[config.mk]
export PLATFORM = sky130hd
export DESIGN_NAME = cpu_mem_arbiter
export DESIGN_NICKNAME = d
export VERILOG_FILES = /design/src/rtl/cpu_mem_arbiter_pkg.sv /design/src/rtl/cpu_mem_arbiter_fetch_buf.sv /design/src/rtl/cpu_mem_arbiter.sv
export SDC_FILE = /design/constraint.sdc
export NUM_CORES = 1
export LEC_CHECK = 0
export ABC_AREA = 0
export BUFFER_PORTS_ARGS = -buffer_cell sky130_fd_sc_hd__buf_2
export CAP_MARGIN = 15
export CORE_MARGIN = 1.5
export CORE_UTILIZATION = 35
export CTS_CLUSTER_DIAMETER = 60
export DETAILED_ROUTE_END_ITERATION = 7
export PLACE_DENSITY = 0.8
export SYNTH_ARGS = -nofsm -noshare
export SYNTH_HDL_FRONTEND = slang
export SYNTH_SLANG_ARGS = --single-unit
[constraint.sdc]
create_clock -name i_clk -period 2.1 [get_ports i_clk]
set_input_delay 0.63 -clock i_clk [delete_from_list [all_inputs] [get_ports i_clk]]
set_output_delay 0.63 -clock i_clk [all_outputs]
set_load 0.03 [all_outputs]
[src/rtl/cpu_mem_arbiter_pkg.sv]
// Shared types for cpu_mem_arbiter: FSM state encoding, watchdog width and
// a small helper deciding whether a CPU step needs a data access.
package cpu_mem_arbiter_pkg;

  typedef enum logic [1:0] {
    ST_IDLE  = 2'd0,
    ST_FETCH = 2'd1,
    ST_DATA  = 2'd2,
    ST_DONE  = 2'd3
  } arb_state_e;

  // Watchdog counter width; TIMEOUT must fit in this many bits.
  localparam int WDOG_W = 16;

  // A step needs a data phase for a load, a store, or both.
  function automatic logic needs_data(input logic rd, input logic [3:0] wr);
    return rd | (|wr);
  endfunction

endpackage

[src/rtl/cpu_mem_arbiter_fetch_buf.sv]
// Single-entry fetch buffer (tag, word, valid). Filled on every fetch ack,
// invalidated by a data write to the buffered word or by reset.
// Only compiled when ARB_FETCH_BUF_EN is defined, matching its only user.
`ifdef ARB_FETCH_BUF_EN
module cpu_mem_arbiter_fetch_buf (
  input  logic        i_clk,
  input  logic        i_rst,
  input  logic        fill_i,
  input  logic [29:0] fill_tag_i,
  input  logic [31:0] fill_word_i,
  input  logic        inv_i,
  input  logic [29:0] inv_tag_i,
  input  logic [29:0] look_tag_i,
  output logic        hit_o,
  output logic [31:0] word_o
);

  logic [29:0] tag_q;
  logic [31:0] word_q;
  logic        vld_q;

  // Entry register: fill wins; fill and invalidate never coincide (different FSM states).
  always_ff @(posedge i_clk) begin
    if (i_rst) begin
      tag_q  <= '0;
      word_q <= '0;
      vld_q  <= 1'b0;
    end else if (fill_i) begin
      tag_q  <= fill_tag_i;
      word_q <= fill_word_i;
      vld_q  <= 1'b1;
    end else if (inv_i && (inv_tag_i == tag_q)) begin
      vld_q  <= 1'b0;
    end
  end

  assign hit_o  = vld_q && (look_tag_i == tag_q);
  assign word_o = word_q;

endmodule
`endif

[src/rtl/cpu_mem_arbiter.sv]
// cpu_mem_arbiter: sequences one instruction fetch and an optional data access
// per CPU step over a single memory bus, then pulses both CPU valids for one cycle.
// Optional single-entry fetch buffer enabled with `define ARB_FETCH_BUF_EN.
module cpu_mem_arbiter
  import cpu_mem_arbiter_pkg::*;
#(
  parameter int TIMEOUT   = 255,
  parameter bit RST_FETCH = 1'b1
) (
  input  logic        i_clk,
  input  logic        i_rst,
  input  logic        i_start,
  input  logic [31:0] i_addr_i,
  output logic [31:0] o_data_i,
  output logic        o_valid_i,
  input  logic [31:0] i_addr_d,
  input  logic [31:0] i_data_wr_d,
  input  logic [3:0]  i_wr_d,
  input  logic        i_rd_d,
  output logic [31:0] o_data_rd_d,
  output logic        o_valid_d,
  output logic        o_mem_req,
  output logic [31:0] o_mem_addr,
  output logic [31:0] o_mem_wdata,
  output logic [3:0]  o_mem_we,
  input  logic        i_mem_ack,
  input  logic [31:0] i_mem_rdata,
  output logic        o_bus_err
);

  arb_state_e        state_q, state_d;
  logic [WDOG_W-1:0] wdog_q, wdog_d;
  logic [31:0]       data_i_q, data_i_d;
  logic [31:0]       data_rd_q, data_rd_d;
  logic              bus_err_q, bus_err_d;
  logic              timeout;
  logic              done;
  logic              buf_hit;
  logic [31:0]       buf_word;

  // Watchdog expiry: this cycle counts as a completion with the bus request dropped.
  assign timeout = (TIMEOUT != 0) && (wdog_q == WDOG_W'(TIMEOUT));

`ifdef ARB_FETCH_BUF_EN
  logic buf_fill, buf_inv;
  assign buf_fill = (state_q == ST_FETCH) && !buf_hit && !timeout && i_mem_ack;
  assign buf_inv  = (state_q == ST_DATA) && (i_mem_ack || timeout) && (|i_wr_d);

  cpu_mem_arbiter_fetch_buf u_fetch_buf (
    .i_clk       (i_clk),
    .i_rst       (i_rst),
    .fill_i      (buf_fill),
    .fill_tag_i  (i_addr_i[31:2]),
    .fill_word_i (i_mem_rdata),
    .inv_i       (buf_inv),
    .inv_tag_i   (i_addr_d[31:2]),
    .look_tag_i  (i_addr_i[31:2]),
    .hit_o       (buf_hit),
    .word_o      (buf_word)
  );
`else
  assign buf_hit  = 1'b0;
  assign buf_word = '0;
`endif

  // Next-state, bus outputs and result capture for the step sequencer.
  always_comb begin
    state_d     = state_q;
    wdog_d      = '0;
    data_i_d    = data_i_q;
    data_rd_d   = data_rd_q;
    bus_err_d   = bus_err_q;
    done        = 1'b0;
    o_mem_req   = 1'b0;
    o_mem_addr  = '0;
    o_mem_wdata = '0;
    o_mem_we    = '0;
    case (state_q)
      ST_IDLE: begin
        if (RST_FETCH || i_start) state_d = ST_FETCH;
      end
      ST_FETCH: begin
        o_mem_addr = i_addr_i;
        o_mem_req  = !buf_hit && !timeout;
        if (buf_hit) begin
          data_i_d = buf_word;
          done     = 1'b1;
        end else if (timeout) begin
          data_i_d  = '0;
          bus_err_d = 1'b1;
          done      = 1'b1;
        end else if (i_mem_ack) begin
          data_i_d = i_mem_rdata;
          done     = 1'b1;
        end else if (TIMEOUT != 0) begin
          wdog_d = wdog_q + WDOG_W'(1);
        end
        if (done) state_d = needs_data(i_rd_d, i_wr_d) ? ST_DATA : ST_DONE;
      end
      ST_DATA: begin
        o_mem_addr  = i_addr_d;
        o_mem_wdata = i_data_wr_d;
        o_mem_we    = i_wr_d;
        o_mem_req   = !timeout;
        if (timeout) begin
          if (i_rd_d) data_rd_d = '0;
          bus_err_d = 1'b1;
          done      = 1'b1;
        end else if (i_mem_ack) begin
          if (i_rd_d) data_rd_d = i_mem_rdata;
          done = 1'b1;
        end else if (TIMEOUT != 0) begin
          wdog_d = wdog_q + WDOG_W'(1);
        end
        if (done) state_d = ST_DONE;
      end
      ST_DONE: begin
        state_d = ST_FETCH;
      end
      default: state_d = ST_IDLE;
    endcase
  end

  // State and result registers; synchronous reset discards any in-flight access.
  always_ff @(posedge i_clk) begin
    if (i_rst) begin
      state_q   <= ST_IDLE;
      wdog_q    <= '0;
      data_i_q  <= '0;
      data_rd_q <= '0;
      bus_err_q <= 1'b0;
    end else begin
      state_q   <= state_d;
      wdog_q    <= wdog_d;
      data_i_q  <= data_i_d;
      data_rd_q <= data_rd_d;
      bus_err_q <= bus_err_d;
    end
  end

  assign o_valid_i   = (state_q == ST_DONE);
  assign o_valid_d   = (state_q == ST_DONE);
  assign o_data_i    = data_i_q;
  assign o_data_rd_d = data_rd_q;
  assign o_bus_err   = bus_err_q;

endmodule
---- After elaboration in Yosys (flattened, before gate mapping) ----
Cells that the tools add are included.
Widths: inputs -> output; s select.
storage, ports and cells
  register bits ........................... 83
  output and inout bits ................... 136
  word-level logic and storage cells ...... 45
operators by class
  mux-type cells .......................... 18
  eq/ne operators ......................... 8
  reductions and logical operators ........ 11
  add/subtract/negate cells ............... 1
  bitwise operators ....................... 2
operators with widths
  kind                   number
  $mux 32                7
  $pmux 32 s2            1
  $add 16x1->16 const B  1
  $eq 16x8->1 const B    1
  $ne 2x2->1 const B     4
  $reduce_or 4->1        2
  $mux 1                 6
  $pmux 2 s3             1
  $reduce_and 2->1       3
  $eq 2x2->1 const B     2
  $mux 2                 2
  $mux 4                 1
  $reduce_and 4->1       1
  $reduce_or 2->1        2
  $eq 2x1->1 const B     1
  $logic_not 2->1        1
  $reduce_bool 2->1      1
  $logic_not 1->1        1
  $not 1->1              1
  $or 1x1->1             1

---- Longest topological paths before layout ----
Gate-level depths: netlist of the first run.
  depth after elaboration ................. 5
  mapped depth ............................ 8

---- Worst setup path after synthesis of the first run ----
No wires, ideal clock.
  path type ............................... register -> output
  from .................................... reg state_q[1]
  to ...................................... out o_mem_addr[0]
  slack ................................... -166 ps
  arrival time ............................ 1636 ps
  data required time ...................... 1470 ps
  stages on the path, launching flop included .. 7
  cells stage by stage .................... dfxtp_1 > inv_1 > ha_1 > clkbuf_1 > clkbuf_1 > a22oi_1 > nor2_1
on the way
  word-level cells in the longest chain between the ends .. 2
  elaborated cells on any way between the ends .. 3
  those cells by class .................... eq/ne (2); mux (1)
ends and longest elaborated chain
  element                                   RTL line                text
  start, declared                           cpu_mem_arbiter.sv:31   arb_state_e state_q, state_d;
  start signal, assigned                    cpu_mem_arbiter.sv:133  state_q <= state_d;
  $eq 2x2->1 or $eq 2x1->1 (tied branches)  cpu_mem_arbiter.sv:78   case (state_q)
  $pmux 32 s2 (*)                           cpu_mem_arbiter.sv:78
  end, declared                             cpu_mem_arbiter.sv:23   output logic [31:0] o_mem_addr,
Every way passes the cells marked *; elsewhere a longest branch is shown, timed or not.

---- Worst setup path after layout of the first run ----
  from .................................... reg wdog_q[11]
  to ...................................... out o_mem_req
on the way
  word-level cells in the longest chain between the ends .. 3
ends and longest elaborated chain
  element                 RTL line                                       text
  start, declared         cpu_mem_arbiter.sv:32                          logic [WDOG_W-1:0] wdog_q, wdog_d;
  start signal, assigned  cpu_mem_arbiter.sv:134                         wdog_q <= wdog_d;
  $eq 16x8->1             cpu_mem_arbiter.sv:42                          assign timeout = (TIMEOUT != 0) && (wdog_q == WDOG_W'(TIMEOUT));
  $logic_not 1->1         cpu_mem_arbiter.sv:84, cpu_mem_arbiter.sv:104
  $mux 1                  -
  end, declared           cpu_mem_arbiter.sv:22                          output logic o_mem_req,
Every way passes these cells.

==> results.md, run 1 <==
* CTS tree: yes
* Largest cells by area after synthesis: dfxtp_1 41%, nand4_1 11%, a21oi_1 8.2%
* Num CTS Buffers at 9
* Clock Sinks at 83
* Area growth syn-to-layout at 72.5%
* Core area at 11,400 sq um
* Max Cap Violations at 0
* Seq/Total Area, Yosys at 0.407
* LEAKAGE at 3.02 nW
* Port bufs at 271
* Placed cells at 916
* Mapped Nets at 665
* Placer Congestion at 0.927
* Clock Latency Late Sink at 0.33 ns
* Worst Max-Slew Pin Slew at 0.416 ns
* Post-DRT Antenna Nets at 0
* H-tree depth at 3
* M1 GR Usage at 0.292
* RSZ-0062 raised after global routing: yes
* Setup Viol. Count Final at 146
* Largest net degree at the start of global routing at 68
* Gr busiest metal: met2
* Post-synthesis mux area share at 0
* Final WL at 17,900 um
* Share of post-route cells with drive strength above 1 at 0.576
* GRT Util Overall at 0.252
* Synth Area in Simple Gates at 0.247
* Register bit count reported by yosys at 83
* Yosys top cell area share at 0.407
* Die Ht at 111 um
* Compound-gate portion of the synthesized area at 0.227
* Nets at 943
* Finished Cell Area at 7050 sq um
* Crit Path Max Fanout at 2
* Synth Area in XOR/XNOR at 0.0300
* Slew HR at 0.722
* Dominant cell type by area after synthesis: dfxtp_1
* Pre-antenna DRT Iters at 5
* Worst Skew at 0.00860 ns
* Layout Utilization at 0.617
* Syn_area_per_cell at 7.81 sq um
* # rows at 39
* DR DRC count at 0
* Area after DPL at 5870 sq um
* Startpoint Class: flop
* Antenna violations before repair at 2
* Via count at 5,258
* Starting Density at 0.358
* Layout Cells excl Fill at 949
* Routed len/inst at 18.8 um
* DP Wirelength at 10,900 um
* Status: complete, but fails checks
* Yosys warning total at 0
* Vias per cell at 5.54
* Fin. Hold Viols at 0
* CTS Root Cell: clkbuf_16
* Horiz. Die Dim at 111 um
* Final Max Slew Viols at 0
* Worst setup margin at -0.270 ns
* Vias in the first global route at 4,775
* Fillers at 959
* Clock transition at path regs at 0.06 ns
* Global-route met3 utilization at 0.0569
* CP endpoint kind: primary output
* Setup TNS at -24.06 ns
* VDD IR-drop max at 0.00105 V
* Largest family of logic cells by synthesized area: simple AND/OR/NAND/NOR gates
* Post-Syn Area at 4090 sq um
* Critical Path AT at 1.74 ns
* Number of DRC markers in iteration 0 at 485
* Hold WC Path Type: reg2reg
* Max Clk Rate at 422 MHz
* Die footprint at 12,300 sq um
* Min Clock Period, post-route at 2.37 ns
* Met2 Use GR at 0.427
* First-pass GRT wire length at 25,100 um
* Max Root-Sink Buffers at 2
* DP Worst Slack at -0.00898 ns
* PD cells at 1090 nW/um^2
* # IOs at 273
* Distinct cells, synth at 28
* Violated checks: setup timing
* Synthesized instance count at 523
* CTS Hold Bufs at 0
* Worst path required time at 1.47 ns
* Adder-cell area share of the yosys netlist at 0.0153
* Final Cycle Share at 1.13
* Crit Path Class: reg2out
* Grt total ovfl at 0
## where the power goes
| part | switching (mW) | internal, mW | leakage (nW) |
|---|---|---|---|
| Sequential | 0.0788 | 1.71 | 0.674 |
| Combinational | 2.69 | 1.67 | 2.21 |
| Clock | 0.622 | 0.911 | 0.134 |
| Total | 3.39 | 4.29 | 3.02 |
## synthesized netlist by cell type
cell type	instances
a21oi_1	67
a22oi_1	32
a311oi_1	2
and2_1	37
and3_1	1
and4_1	1
buf_1	5
buf_2	2
buf_4	1
buf_6	4
clkbuf_1	49
dfxtp_1	83
ha_1	5
inv_1	9
nand2_1	5
nand3_1	5
nand4_1	69
nor2_1	53
nor2b_1	1
nor3_1	3
nor4_1	5
o21ai_0	47
o21ai_1	18
o41a_1	1
or4_1	2
or4_4	2
xnor2_1	12
xor2_1	2
## cell type report
cell class / instances / area [sq um] / area share
clock buffers: 10 / 229 / 0.0325
repair buffers: 328 / 2250 / 0.319
diodes: 1 / 2.50 / 0.000355
flip-flops and latches: 83 / 1670 / 0.237
inverters: 9 / 33.8 / 0.00479
multi-input cells: 370 / 2630 / 0.373
clock inverters: 5 / 55.1 / 0.00781
well taps: 143 / 179 / 0.0254
## placed cells by master, fill, tap and decap left out, types with 5 or more instances in the layout
master,instances
o21ai_4,5
buf_6,9
a21oi_2,5
dfxtp_1,78
and2_1,36
nand4_1,69
buf_2,204
a22oi_2,32
inv_1,9
nor2_1,20
o21ai_1,17
nand3_1,5
a21oi_1,62
clkbuf_16,13
buf_12,11
xnor2_1,12
o21ai_0,11
o21ai_2,32
nor2_2,33
buf_4,94
## registers in the layout (all words and copies together), names as in the netlist
| register | count |
|---|---|
| o_data_i | 32 |
| o_data_rd_d | 32 |
| wdog_q | 16 |
| state_q | 2 |
| o_bus_err | 1 |
## worst max-delay path, cell delays in order (launching register included)
cell and delay, ns:
dfxtp_2 0.32, or4_4 0.55, nor4_4 0.22, buf_4 0.16, nor2_2 0.04, buf_6 0.13
## timing repair
action	4_1_cts	5_1_grt
pin swaps	3	8
setup buffers	4	2
setup endpoints to repair	69	131
gates cloned	2	9
gates resized for setup	111	99
## through the flow
| stage | total power, mW | hold slack, ns |
|---|---|---|
| 2_1_floorplan | 4.09 | 0.437 |
| 3_3_place_gp | 5.29 | 0.458 |
| 6_report | 7.68 | 0.458 |
| 5_1_grt | 7.99 | 0.474 |
| 3_5_place_dp | 5.30 | 0.461 |
| 4_1_cts | 7.48 | 0.472 |
## kinds of logic (layout without fill, tap and decap cells)
family | count (synthesis) | after routing
other cells | 0 | 1
fa+ha+maj | 5 | 5
simple gates | 184 | 184
buf+inv | 70 | 352
compound gates | 167 | 167
xor+xnor | 14 | 14
flops | 83 | 83
## path summary, 6_finish.rpt
| kind | start | end | slack (ns) | depth (start not counted) |
|---|---|---|---|---|
| setup / recovery | wdog_q[11]$_SDFF_PP0_ | o_mem_req | -0.27 | 5 |
| hold / removal | o_data_rd_d[30]$_SDFFE_PP0P_ | o_data_rd_d[30]$_SDFFE_PP0P_ | 0.46 | 2 |
| hold reg to reg | o_data_rd_d[30]$_SDFFE_PP0P_ | o_data_rd_d[30]$_SDFFE_PP0P_ | 0.46 | 2 |
| setup reg to reg | wdog_q[11]$_SDFF_PP0_ | o_data_i[10]$_SDFFE_PP0P_ | -0.26 | 7 |
## metal layers
metal	vias up	wire length [um]
met5	-	0
met4	0	902
met1	2453	6650
li1	2457	-
met2	283	9050
met3	65	1270
(Power assumes the default switching activity.)
==> inputs of run 2 (changes only) <==
--- a/config.mk
+++ b/config.mk
@@ -13,6 +13,7 @@
 export CTS_CLUSTER_DIAMETER = 60
 export DETAILED_ROUTE_END_ITERATION = 7
 export PLACE_DENSITY = 0.8
+export REMOVE_ABC_BUFFERS = 1
 export SYNTH_ARGS = -nofsm -noshare
 export SYNTH_HDL_FRONTEND = slang
 export SYNTH_SLANG_ARGS = --single-unit
==> run 2 against run 1 <==
  * Register-to-register slack improved by 0.11 ns
  * Design area increased by 11%
  * Critical path depth is the same
  * The flow still finishes with violations (setup timing)
  * Combinational power up 17%
  * Hold slack worse by 0.0022 ns
  * Utilization is 6.7 points higher
  * Die area did not move
  * Sequential power is essentially flat
  * First-iteration DRC count shrank 12%
  * Clock skew about the same
==> results.md, run 2 (synthesized netlist as in run 1, its figures left out) <==
* Status: complete, but fails checks
* Violated checks: setup timing
* Placed cells at 917
* # rows at 39
* VDD IR-drop max at 0.000648 V
* First-pass GRT wire length at 26,500 um
* Routed len/inst at 20.5 um
* Top Metal Used: met4
* Min Clock Period, post-route at 2.38 ns
* Via count at 5,580
* CTS Root Cell: clkbuf_16
* CTS tree: yes
* CP endpoint kind: primary output
* Crit Path Class: reg2out
* Area after DPL at 5770 sq um
* RSZ-0062 raised after global routing: yes
* Fillers at 865
* Crit Path Max Fanout at 2
* Crit path largest cell delay at 0.55 ns
* DP Worst Slack at 0.0161 ns
* Port bufs at 271
* CTS Hold Bufs at 0
* Worst setup margin at -0.276 ns
* Number of DRC markers in iteration 0 at 427
* Largest net degree at the start of global routing at 57
* Sequential share of power at 0.212
* Slowest cell on crit path: or4_4
* Die Ht at 111 um
* Clock transition at path regs at 0.06 ns
* Placer Congestion at 0.881
* Post-DRT Antenna Nets at 0
* Clock Latency Late Sink at 0.34 ns
* Core area at 11,400 sq um
* Vias in the first global route at 4,983
* Logic pwr share at 0.598
* Clock Sinks at 83
* Pint at 4.95 mW
* Worst Skew at 0.00888 ns
* Hold WC Path Type: reg2reg
* Area growth syn-to-layout at 91.4%
* Vias per cell at 5.68
* Worst Max-Slew Pin Slew at 0.428 ns
* Final Max Slew Viols at 0
* GRT Util Overall at 0.268
* Max Root-Sink Buffers at 2
* Pre-antenna DRT Iters at 5
* WL met3 at 1690 um
* Finished Cell Area at 7820 sq um
* LEAKAGE at 3.39 nW
* DR WL met2 at 10,000 um
* Most frequent cells in the layout: 203 x buf_2, 77 x dfxtp_1, 69 x nand4_1
* Startpoint Class: flop
* Horiz. Die Dim at 111 um
* Starting Density at 0.358
* PD cells at 1090 nW/um^2
* Max Cap Violations at 0
* Final WL at 20,100 um
* Worst path required time at 1.47 ns
* CP Buf/Inv Count at 2
* DR DRC count at 0
* Critical Path AT at 1.75 ns
* H-tree depth at 3
* Antenna violations before repair at 2
* # IOs at 273
* Setup TNS at -11.84 ns
* DP Wirelength at 10,800 um
* Net Sw Frac at 0.417
* Fin. Hold Viols at 0
* Setup Viol. Count Final at 139
* Slew HR at 0.712
* WL met1 at 7320 um
* Cell Chain, Critical Path: or4_4 -> nor4_4 -> buf_4 -> nor2_2 -> buf_6
* Share of post-route cells with drive strength above 1 at 0.595
* Most common cell after layout, fill and taps aside: buf_2
* Num CTS Buffers at 9
* Nets at 974
* Delay-heaviest family, CP: simple AND/OR/NAND/NOR gates
* Clock power share at 0.191
* Max Clk Rate at 421 MHz
* Layout Cells excl Fill at 982
* Die footprint at 12,300 sq um
* NetSw at 3.54 mW
* Final Cycle Share at 1.13
* Grt total ovfl at 0
run 2: cell types whose count changed in the layout (fill, tap and decap cells not counted), moves of 23 or more:
cell / before / now
buf_6: 9 / 47
and2_4: 0 / 36
and2_1: 36 / 1
nor2_2: 33 / 2
buf_4: 94 / 66
nor2_1: 20 / 43
run 2: final timing paths:
kind	from	endpoint	slack, ns	cells past startpoint
max	wdog_q[8]$_SDFF_PP0_	o_mem_req	-0.28	5
min	o_data_rd_d[1]$_SDFFE_PP0P_	o_data_rd_d[1]$_SDFFE_PP0P_	0.46	2
max reg2reg	wdog_q[1]$_SDFF_PP0_	o_data_i[23]$_SDFFE_PP0P_	-0.15	8
min reg2reg	o_data_rd_d[1]$_SDFFE_PP0P_	o_data_rd_d[1]$_SDFFE_PP0P_	0.46	2
run 2: tightest hold or removal path: cells and delay by family, from the launching register on:
kind	cells	cell delay (ns)
DFF	1	0.31
AOI/OAI and AO/OA	2	0.10
run 2: repair_timing:
item                                    CTS  global route
setup buffers                             8            11
resized for setup                       198           120
endpoints found under the setup margin   69           133
cloned                                    8            23
pin swaps                                 9            46
run 2: routing by layer:
metal,global-route usage,vias up
met2,0.451,340
met1,0.311,2628
met4,0.150,0
met5,0,-
met3,0.0667,79
li1,-,2533
run 2: area by class of cell:
class                      count  area [sq um]  share of cell area
timing repair buffer         357          2940               0.376
multi-input combinational    372          2680               0.343
sequential                    83          1670               0.214
clock buffer                  12           256              0.0328
tap                          143           179              0.0229
clock inverter                 4          48.8             0.00624
inverter                       9          36.3             0.00464
antenna                        2          5.00            0.000640
run 2: power by group through the flow:
stage | clock, mW | sequential, mW | combinational, mW
finish | 1.62 | 1.80 | 5.08
floorplan | 0 | 2.01 | 1.75
global placement | 0 | 1.79 | 3.30
global route | 1.70 | 1.81 | 5.30
CTS | 1.63 | 1.78 | 4.65
detailed placement | 0 | 1.80 | 3.31
run 2: through the flow:
step,util,hold WS [ns],power (mW)
3_3_place_gp,0.505,0.448,5.10
2_1_floorplan,-,0.437,3.76
5_1_grt,0.685,0.478,8.81
4_1_cts,0.616,0.465,8.06
6_report,0.685,0.456,8.49
3_5_place_dp,0.505,0.450,5.11
